--- config.mk ---
export PLATFORM = sky130hd
export DESIGN_NAME = mul_ctrl_flat
export DESIGN_NICKNAME = d
export VERILOG_FILES = /design/src/rtl/mul_pkg.sv /design/src/rtl/mul_ctrl_if.sv /design/src/rtl/mul.sv /design/src/rtl/mul_ctrl.sv /design/src/flat_wrapper.sv
export SDC_FILE = /design/constraint.sdc
export NUM_CORES = 2
export LEC_CHECK = 0
export BUFFER_PORTS_ARGS = -buffer_cell sky130_fd_sc_hd__buf_2
export CAP_MARGIN = 20
export CORE_UTILIZATION = 51
export DETAILED_ROUTE_END_ITERATION = 8
export PLACE_DENSITY = 0.75
export SLEW_MARGIN = 20
export SYNTH_ARGS = -nofsm -noshare
export SYNTH_HDL_FRONTEND = slang
export SYNTH_HIERARCHICAL = 1
export SYNTH_SLANG_ARGS = --single-unit
--- constraint.sdc ---
create_clock -name mul_clk -period 8.9 [get_ports mul_clk]
set_clock_uncertainty 0.2 [all_clocks]
set_input_delay 0.445 -clock mul_clk [delete_from_list [all_inputs] [get_ports mul_clk]]
set_output_delay 0.445 -clock mul_clk [all_outputs]
set_load 0.02 [all_outputs]
--- src/rtl/mul_pkg.sv ---
// Shared definitions for the multiply controller: op codes, FSM encoding
// and op classification helpers.
package mul_pkg;

  localparam int MUL_OP_W = 3;

  typedef enum logic [MUL_OP_W-1:0] {
    OP_MULT  = 3'd0,
    OP_MULTU = 3'd1,
    OP_MUL   = 3'd2,
    OP_MADD  = 3'd3,
    OP_MADDU = 3'd4,
    OP_MSUB  = 3'd5,
    OP_MSUBU = 3'd6,
    OP_RSVD  = 3'd7
  } mul_op_e;

  typedef enum logic [1:0] {
    ST_IDLE = 2'd0,
    ST_MUL1 = 2'd1,
    ST_MUL2 = 2'd2,
    ST_DONE = 2'd3
  } mul_state_e;

  function automatic logic op_is_signed(input logic [MUL_OP_W-1:0] op);
    case (op)
      OP_MULT, OP_MUL, OP_MADD, OP_MSUB: return 1'b1;
      default:                           return 1'b0;
    endcase
  endfunction

  // MUL only returns its low word and RSVD does nothing architecturally.
  function automatic logic op_writes_hilo(input logic [MUL_OP_W-1:0] op);
    case (op)
      OP_MUL, OP_RSVD: return 1'b0;
      default:         return 1'b1;
    endcase
  endfunction

endpackage

--- src/rtl/mul_ctrl_if.sv ---
// Request/result handshake between the execute stage (master) and mul_ctrl (slave).
// A transfer happens on a cycle where valid && ready; valid must not depend on ready.
interface mul_ctrl_if #(parameter int OP_W = 3);
  logic            req_valid;
  logic            req_ready;
  logic [OP_W-1:0] req_op;
  logic [31:0]     req_a;
  logic [31:0]     req_b;
  logic            res_valid;
  logic            res_ready;
  logic [31:0]     res_data;

  modport master (
    output req_valid, req_op, req_a, req_b, res_ready,
    input  req_ready, res_valid, res_data
  );

  modport slave (
    input  req_valid, req_op, req_a, req_b, res_ready,
    output req_ready, res_valid, res_data
  );
endinterface

--- src/rtl/mul.sv ---
// Two-stage 32x32 multiplier, signed or unsigned; product appears two cycles
// after x/y are presented. No enable: both stages load every cycle.
module mul (
  input  logic        mul_clk,
  input  logic        resetn,
  input  logic [31:0] x,
  input  logic [31:0] y,
  input  logic        mul_signed,
  output logic [63:0] result
);

  logic [32:0] xs_q;
  logic [32:0] ys_q;
  logic [63:0] prod_q;
  logic [63:0] xe;
  logic [63:0] ye;

  // A 64-bit product of sign-extended operands is exact modulo 2^64.
  assign xe = {{31{xs_q[32]}}, xs_q};
  assign ye = {{31{ys_q[32]}}, ys_q};

  always_ff @(posedge mul_clk or negedge resetn) begin
    if (!resetn) begin
      xs_q   <= '0;
      ys_q   <= '0;
      prod_q <= '0;
    end else begin
      xs_q   <= {mul_signed & x[31], x};
      ys_q   <= {mul_signed & y[31], y};
      prod_q <= xe * ye;
    end
  end

  assign result = prod_q;

endmodule

--- src/rtl/mul_ctrl.sv ---
// Sequencer around mul: one op in flight, HI/LO accumulate in MUL2, result held
// in DONE until taken, then HI/LO commit.
module mul_ctrl
  import mul_pkg::*;
#(
  parameter int OP_W = MUL_OP_W
) (
  input  logic        mul_clk,
  input  logic        resetn,
  input  logic        flush,
  mul_ctrl_if.slave   bus,
  input  logic        hi_we,
  input  logic        lo_we,
  input  logic [31:0] hilo_wdata,
  output logic [31:0] hi_out,
  output logic [31:0] lo_out,
  output mul_state_e  dbg_state
);

  mul_state_e      state_q, state_d;
  logic [OP_W-1:0] op_q;
  logic [63:0]     result_q;
  logic [31:0]     hi_q, lo_q;
  logic [63:0]     mul_result;
  logic [31:0]     hi_fwd, lo_fwd;
  logic [63:0]     acc;
  logic            accept, capture, commit;

  mul u_mul (
    .mul_clk    (mul_clk),
    .resetn     (resetn),
    .x          (bus.req_a),
    .y          (bus.req_b),
    .mul_signed (op_is_signed(bus.req_op)),
    .result     (mul_result)
  );

  always_ff @(posedge mul_clk or negedge resetn) begin
    if (!resetn) state_q <= ST_IDLE;
    else         state_q <= state_d;
  end

  always_comb begin
    state_d       = state_q;
    bus.req_ready = 1'b0;
    bus.res_valid = 1'b0;
    accept        = 1'b0;
    capture       = 1'b0;
    commit        = 1'b0;
    case (state_q)
      ST_IDLE: begin
        bus.req_ready = 1'b1;
        if (bus.req_valid && !flush) begin
          accept  = 1'b1;
          state_d = ST_MUL1;
        end
      end
      ST_MUL1: state_d = ST_MUL2;
      ST_MUL2: begin
        capture = 1'b1;
        state_d = ST_DONE;
      end
      ST_DONE: begin
        bus.res_valid = 1'b1;
        if (bus.res_ready) begin
          commit  = 1'b1;
          state_d = ST_IDLE;
        end
      end
      default: state_d = ST_IDLE;
    endcase
    if (flush && state_q != ST_IDLE) begin
      capture = 1'b0;
      commit  = 1'b0;
      state_d = ST_IDLE;
    end
  end

  // Direct writes in the same cycle are forwarded so the accumulate sees them.
  assign hi_fwd = hi_we ? hilo_wdata : hi_q;
  assign lo_fwd = lo_we ? hilo_wdata : lo_q;

  always_comb begin
    case (op_q)
      OP_MADD, OP_MADDU: acc = mul_result + {hi_fwd, lo_fwd};
      OP_MSUB, OP_MSUBU: acc = {hi_fwd, lo_fwd} - mul_result;
      OP_RSVD:           acc = '0;
      default:           acc = mul_result;
    endcase
  end

  always_ff @(posedge mul_clk or negedge resetn) begin
    if (!resetn) begin
      op_q     <= '0;
      result_q <= '0;
      hi_q     <= '0;
      lo_q     <= '0;
    end else begin
      if (accept)  op_q     <= bus.req_op;
      if (capture) result_q <= acc;
      if (commit && op_writes_hilo(op_q)) begin
        hi_q <= result_q[63:32];
        lo_q <= result_q[31:0];
      end else begin
        if (hi_we) hi_q <= hilo_wdata;
        if (lo_we) lo_q <= hilo_wdata;
      end
    end
  end

  // For MUL the low product word and the new LO coincide.
  assign bus.res_data = result_q[31:0];
  assign hi_out       = hi_q;
  assign lo_out       = lo_q;
  assign dbg_state    = state_q;

endmodule

--- src/flat_wrapper.sv ---
// flat-port wrapper written by rule: the top's interface ports become plain ports
module mul_ctrl_flat import mul_pkg::*;
#(
  parameter int OP_W = MUL_OP_W
)
  (mul_clk, resetn, flush, hi_we, lo_we, hilo_wdata, hi_out, lo_out, dbg_state, bus_req_valid, bus_req_op, bus_req_a, bus_req_b, bus_res_ready, bus_req_ready, bus_res_valid, bus_res_data);
  mul_ctrl_if #(.OP_W(OP_W)) bus_i ();
  input  logic mul_clk;
  input  logic resetn;
  input  logic flush;
  input  logic hi_we;
  input  logic lo_we;
  input  logic [31:0] hilo_wdata;
  output logic [31:0] hi_out;
  output logic [31:0] lo_out;
  output mul_state_e dbg_state;
  input wire logic [$bits(bus_i.req_valid)-1:0] bus_req_valid;
  input wire logic [$bits(bus_i.req_op)-1:0] bus_req_op;
  input wire logic [$bits(bus_i.req_a)-1:0] bus_req_a;
  input wire logic [$bits(bus_i.req_b)-1:0] bus_req_b;
  input wire logic [$bits(bus_i.res_ready)-1:0] bus_res_ready;
  output wire logic [$bits(bus_i.req_ready)-1:0] bus_req_ready;
  output wire logic [$bits(bus_i.res_valid)-1:0] bus_res_valid;
  output wire logic [$bits(bus_i.res_data)-1:0] bus_res_data;
  assign bus_i.req_valid = bus_req_valid;
  assign bus_i.req_op = bus_req_op;
  assign bus_i.req_a = bus_req_a;
  assign bus_i.req_b = bus_req_b;
  assign bus_i.res_ready = bus_res_ready;
  assign bus_req_ready = bus_i.req_ready;
  assign bus_res_valid = bus_i.res_valid;
  assign bus_res_data = bus_i.res_data;
  mul_ctrl #(.OP_W(OP_W)) u_core (.mul_clk(mul_clk), .resetn(resetn), .flush(flush), .bus(bus_i), .hi_we(hi_we), .lo_we(lo_we), .hilo_wdata(hilo_wdata), .hi_out(hi_out), .lo_out(lo_out), .dbg_state(dbg_state));
endmodule
==> impl_metrics.env <==
export IMPL_rr_endpoint="u_core/u_mul/result[60]"
export IMPL_grt_usage=0.298
export IMPL_slew_violations=0
export IMPL_crit_path_start_kind="flip-flop"
export IMPL_cts_tree="done"
export IMPL_routed_wl_um=151000
export IMPL_postSynthAreaPerCell_um2=9.51
export IMPL_area_growth_pct=8.18
export IMPL_clkLatencyLatePin_ps=600
export IMPL_pin_count=206
export IMPL_rows=117
export IMPL_initial_core_util=0.517
export IMPL_root_buffer="clkbuf_16"
export IMPL_yosys_most_used_dff="dfrtp_1"
export IMPL_fin_nets=7184
export IMPL_numPortBuffers=205
export IMPL_ys_warn_count=6
export IMPL_syn_nets=7071
export IMPL_crit_slowest_cell="fa_1"
export IMPL_dpl_worst_slack_ps=553
export IMPL_synthTopCellsByArea="fa_1 43%, dfrtp_1 12%, inv_1 7.8%, and2_1 6.6%, ha_1 6.6%"
export IMPL_fin_ws_ps=484
export IMPL_yosysTopAreaCell="fa_1"
export IMPL_drive_gt1_frac=0.0965
export IMPL_worstHoldPathType="in2reg"
export IMPL_crit_top_cell="fa_1"
export IMPL_critPathArrivalTime_ps=8690
export IMPL_rr_worst_depth=27
export IMPL_multiInputGateArea_mm2=0.0409
export IMPL_place_gp_congestion=0.986
export IMPL_via_per_inst=5.55
export IMPL_dr_pass1_iters=6
export IMPL_dp_hpwl_um=124000
export IMPL_slew_headroom=0.259
export IMPL_final_cell_mix="1126 x fa_1, 1095 x inv_1, 622 x nand2_1"
export IMPL_final_common_cell="fa_1"
export IMPL_endpoint="u_core/u_mul/result[60]"
export IMPL_grt_max_degree=78
export IMPL_setup_viol=0
export IMPL_critPathBufInv=7
export IMPL_overflow=0
export IMPL_fin_crit_ps=8420
export IMPL_async_flop_share=1.00
export IMPL_synth_enable_flop_cells=0
export IMPL_fp_dieW_um=324
export IMPL_ys_ff_latch=263
export IMPL_ys_types=83
export IMPL_drt_iter0_drc=3234
export IMPL_regArea_mm2=0.00658
export IMPL_hold_violations=0
export IMPL_synthDominantCellAreaShare=0.426
export IMPL_tightest_slew_ps=1110
export IMPL_crit_start="u_core/u_mul/xs_q[32]"
export IMPL_clk_pin_slew_worst_paths_ps=60
export IMPL_syn_instance_count=5560
export IMPL_die_y_um=324
export IMPL_maxClockFrequency_ghz=0.119
export IMPL_crit_fanout=16
export IMPL_routedWlPerCell_um=21.4
export IMPL_period_share=0.946
export IMPL_ctsHtreeMaxLevel=2
export IMPL_rsz0062_at_grt="false"
export IMPL_grtUsageMet2=0.465
export IMPL_num_vias=39250
export IMPL_end_kind="flip-flop"
export IMPL_antenna_found_initial=3
export IMPL_cp_top_family="adder cells"
export IMPL_grt_busiest_layer="met2"
export IMPL_use_met3=0.0727
export IMPL_slowest_delay_ps=660
export IMPL_cts_buffer_depth=3
export IMPL_fillers=8924
export IMPL_status="complete, no violations"
export IMPL_grt_pass1_vias=41879
export IMPL_timing_rr_start="u_core/u_mul/xs_q[32]"
export IMPL_met1_usage=0.409
export IMPL_crit_type="reg2reg"
export IMPL_finalSetupTns_ps=0
export IMPL_yosysSeqAreaShare=0.125
export IMPL_synthesis_area_mm2=0.0529
export IMPL_cts_sinks=263
export IMPL_antenna_left=0
export IMPL_max_cap_violations=0
export IMPL_core_area_mm2=0.102
export IMPL_numCtsBuffers=37
export IMPL_drc=0
export IMPL_grt_pass1_wl_um=240000
export IMPL_die_area_mm2=0.105
export IMPL_cts_resized=0
export IMPL_cp_required_ps=9180
export IMPL_regToRegSetupSlack_ps=480
export IMPL_crit_cells=27
-- layout make-up --
type	instances	area share
diodes	1	0.0000438
well taps	1368	0.0299
multi-input cells	3878	0.714
clock inverters	21	0.00411
repair buffers	398	0.0467
flip-flops and latches	263	0.115
inverters	1095	0.0719
clock buffers	45	0.0178
-- worst min-delay path by stage --
stage,to,depth (start not counted),slack [ps],start
after global routing,u_core/op_q[1],3,100,bus_req_valid
after floorplan,u_core/dbg_state[0],0,-50,resetn
after CTS,u_core/dbg_state[0],4,30,flush
after global placement,u_core/hi_out[23],1,190,resetn
after detailed placement,u_core/hi_out[24],1,200,resetn
final,u_core/dbg_state[0],4,70,flush
-- cells in the mapped netlist (all sizes together) (39+ instances only) --
master  instances
mux2          125
xor2           87
clkbuf        280
o21ai         115
a221oi         41
nand3          51
nor2b          39
a21o           54
a21oi         168
xnor2         115
ha            279
nand2         624
inv          1095
dfrtp         263
buf            44
nor2          161
fa           1126
and2          562
-- cell families after synthesis --
family                   share of synthesized area
AO/OA/AOI/OAI                               0.0679
buffers and inverters                        0.103
XOR/XNOR                                    0.0336
AND/OR/NAND/NOR                              0.151
flip-flops                                   0.125
adder cells (fa/ha/maj)                      0.493
multiplexers                                0.0278
-- timing repair --
item	in CTS	in global routing
hold endpoints to repair	122	0
hold buffers	68	0
setup buffers	0	0
endpoints found under the setup margin	0	0
-- registers in the layout, summed over array words and instances (netlist names) --
name	count
u_core/u_mul/result	64
u_core/hi_out	32
u_core/u_mul/ys_q	33
u_core/lo_out	32
u_core/u_mul/xs_q	33
u_core/result_q	64
u_core/op_q	3
u_core/dbg_state	2
-- routing by layer --
metal | share of wire | vias to the layer above
met4 | 0.034 | 4
met2 | 0.45 | 1898
met3 | 0.10 | 284
met5 | 0.00015 | -
met1 | 0.41 | 19984
li1 | - | 17080
-- worst reg2reg max path, stage by stage, from the launching register on --
cell and delay [ps]:
dfrtp_1 630, nand2_1 230, inv_1 110, fa_1 660, inv_1 140, fa_1 500
inv_1 50, fa_1 500, inv_1 60, fa_1 530, inv_1 110, fa_1 510
fa_1 510, fa_1 530, inv_1 70, fa_1 550, inv_1 60, ha_1 360
a21o_1 220, a21o_1 170, a21o_1 190, a221o_1 300, a21oi_1 170, o2111ai_1 230
nand3_1 200, nand2_1 70, o32a_1 300, xor2_1 140
-- per-stage QoR --
stage               hold WS, ps  instance area, µm²   util  cells
finish                     72.3               57200  0.559   7069
global route                105               57200  0.559   7068
floorplan                 -50.6               52900      -   5560
CTS                        33.7               57200  0.559   7068
global placement            194               55200  0.540   6934
detailed placement          196               55200  0.540   6934
Power is not shown: default switching activity piles up to over one toggle a cycle in this logic, so the estimate is an artifact.
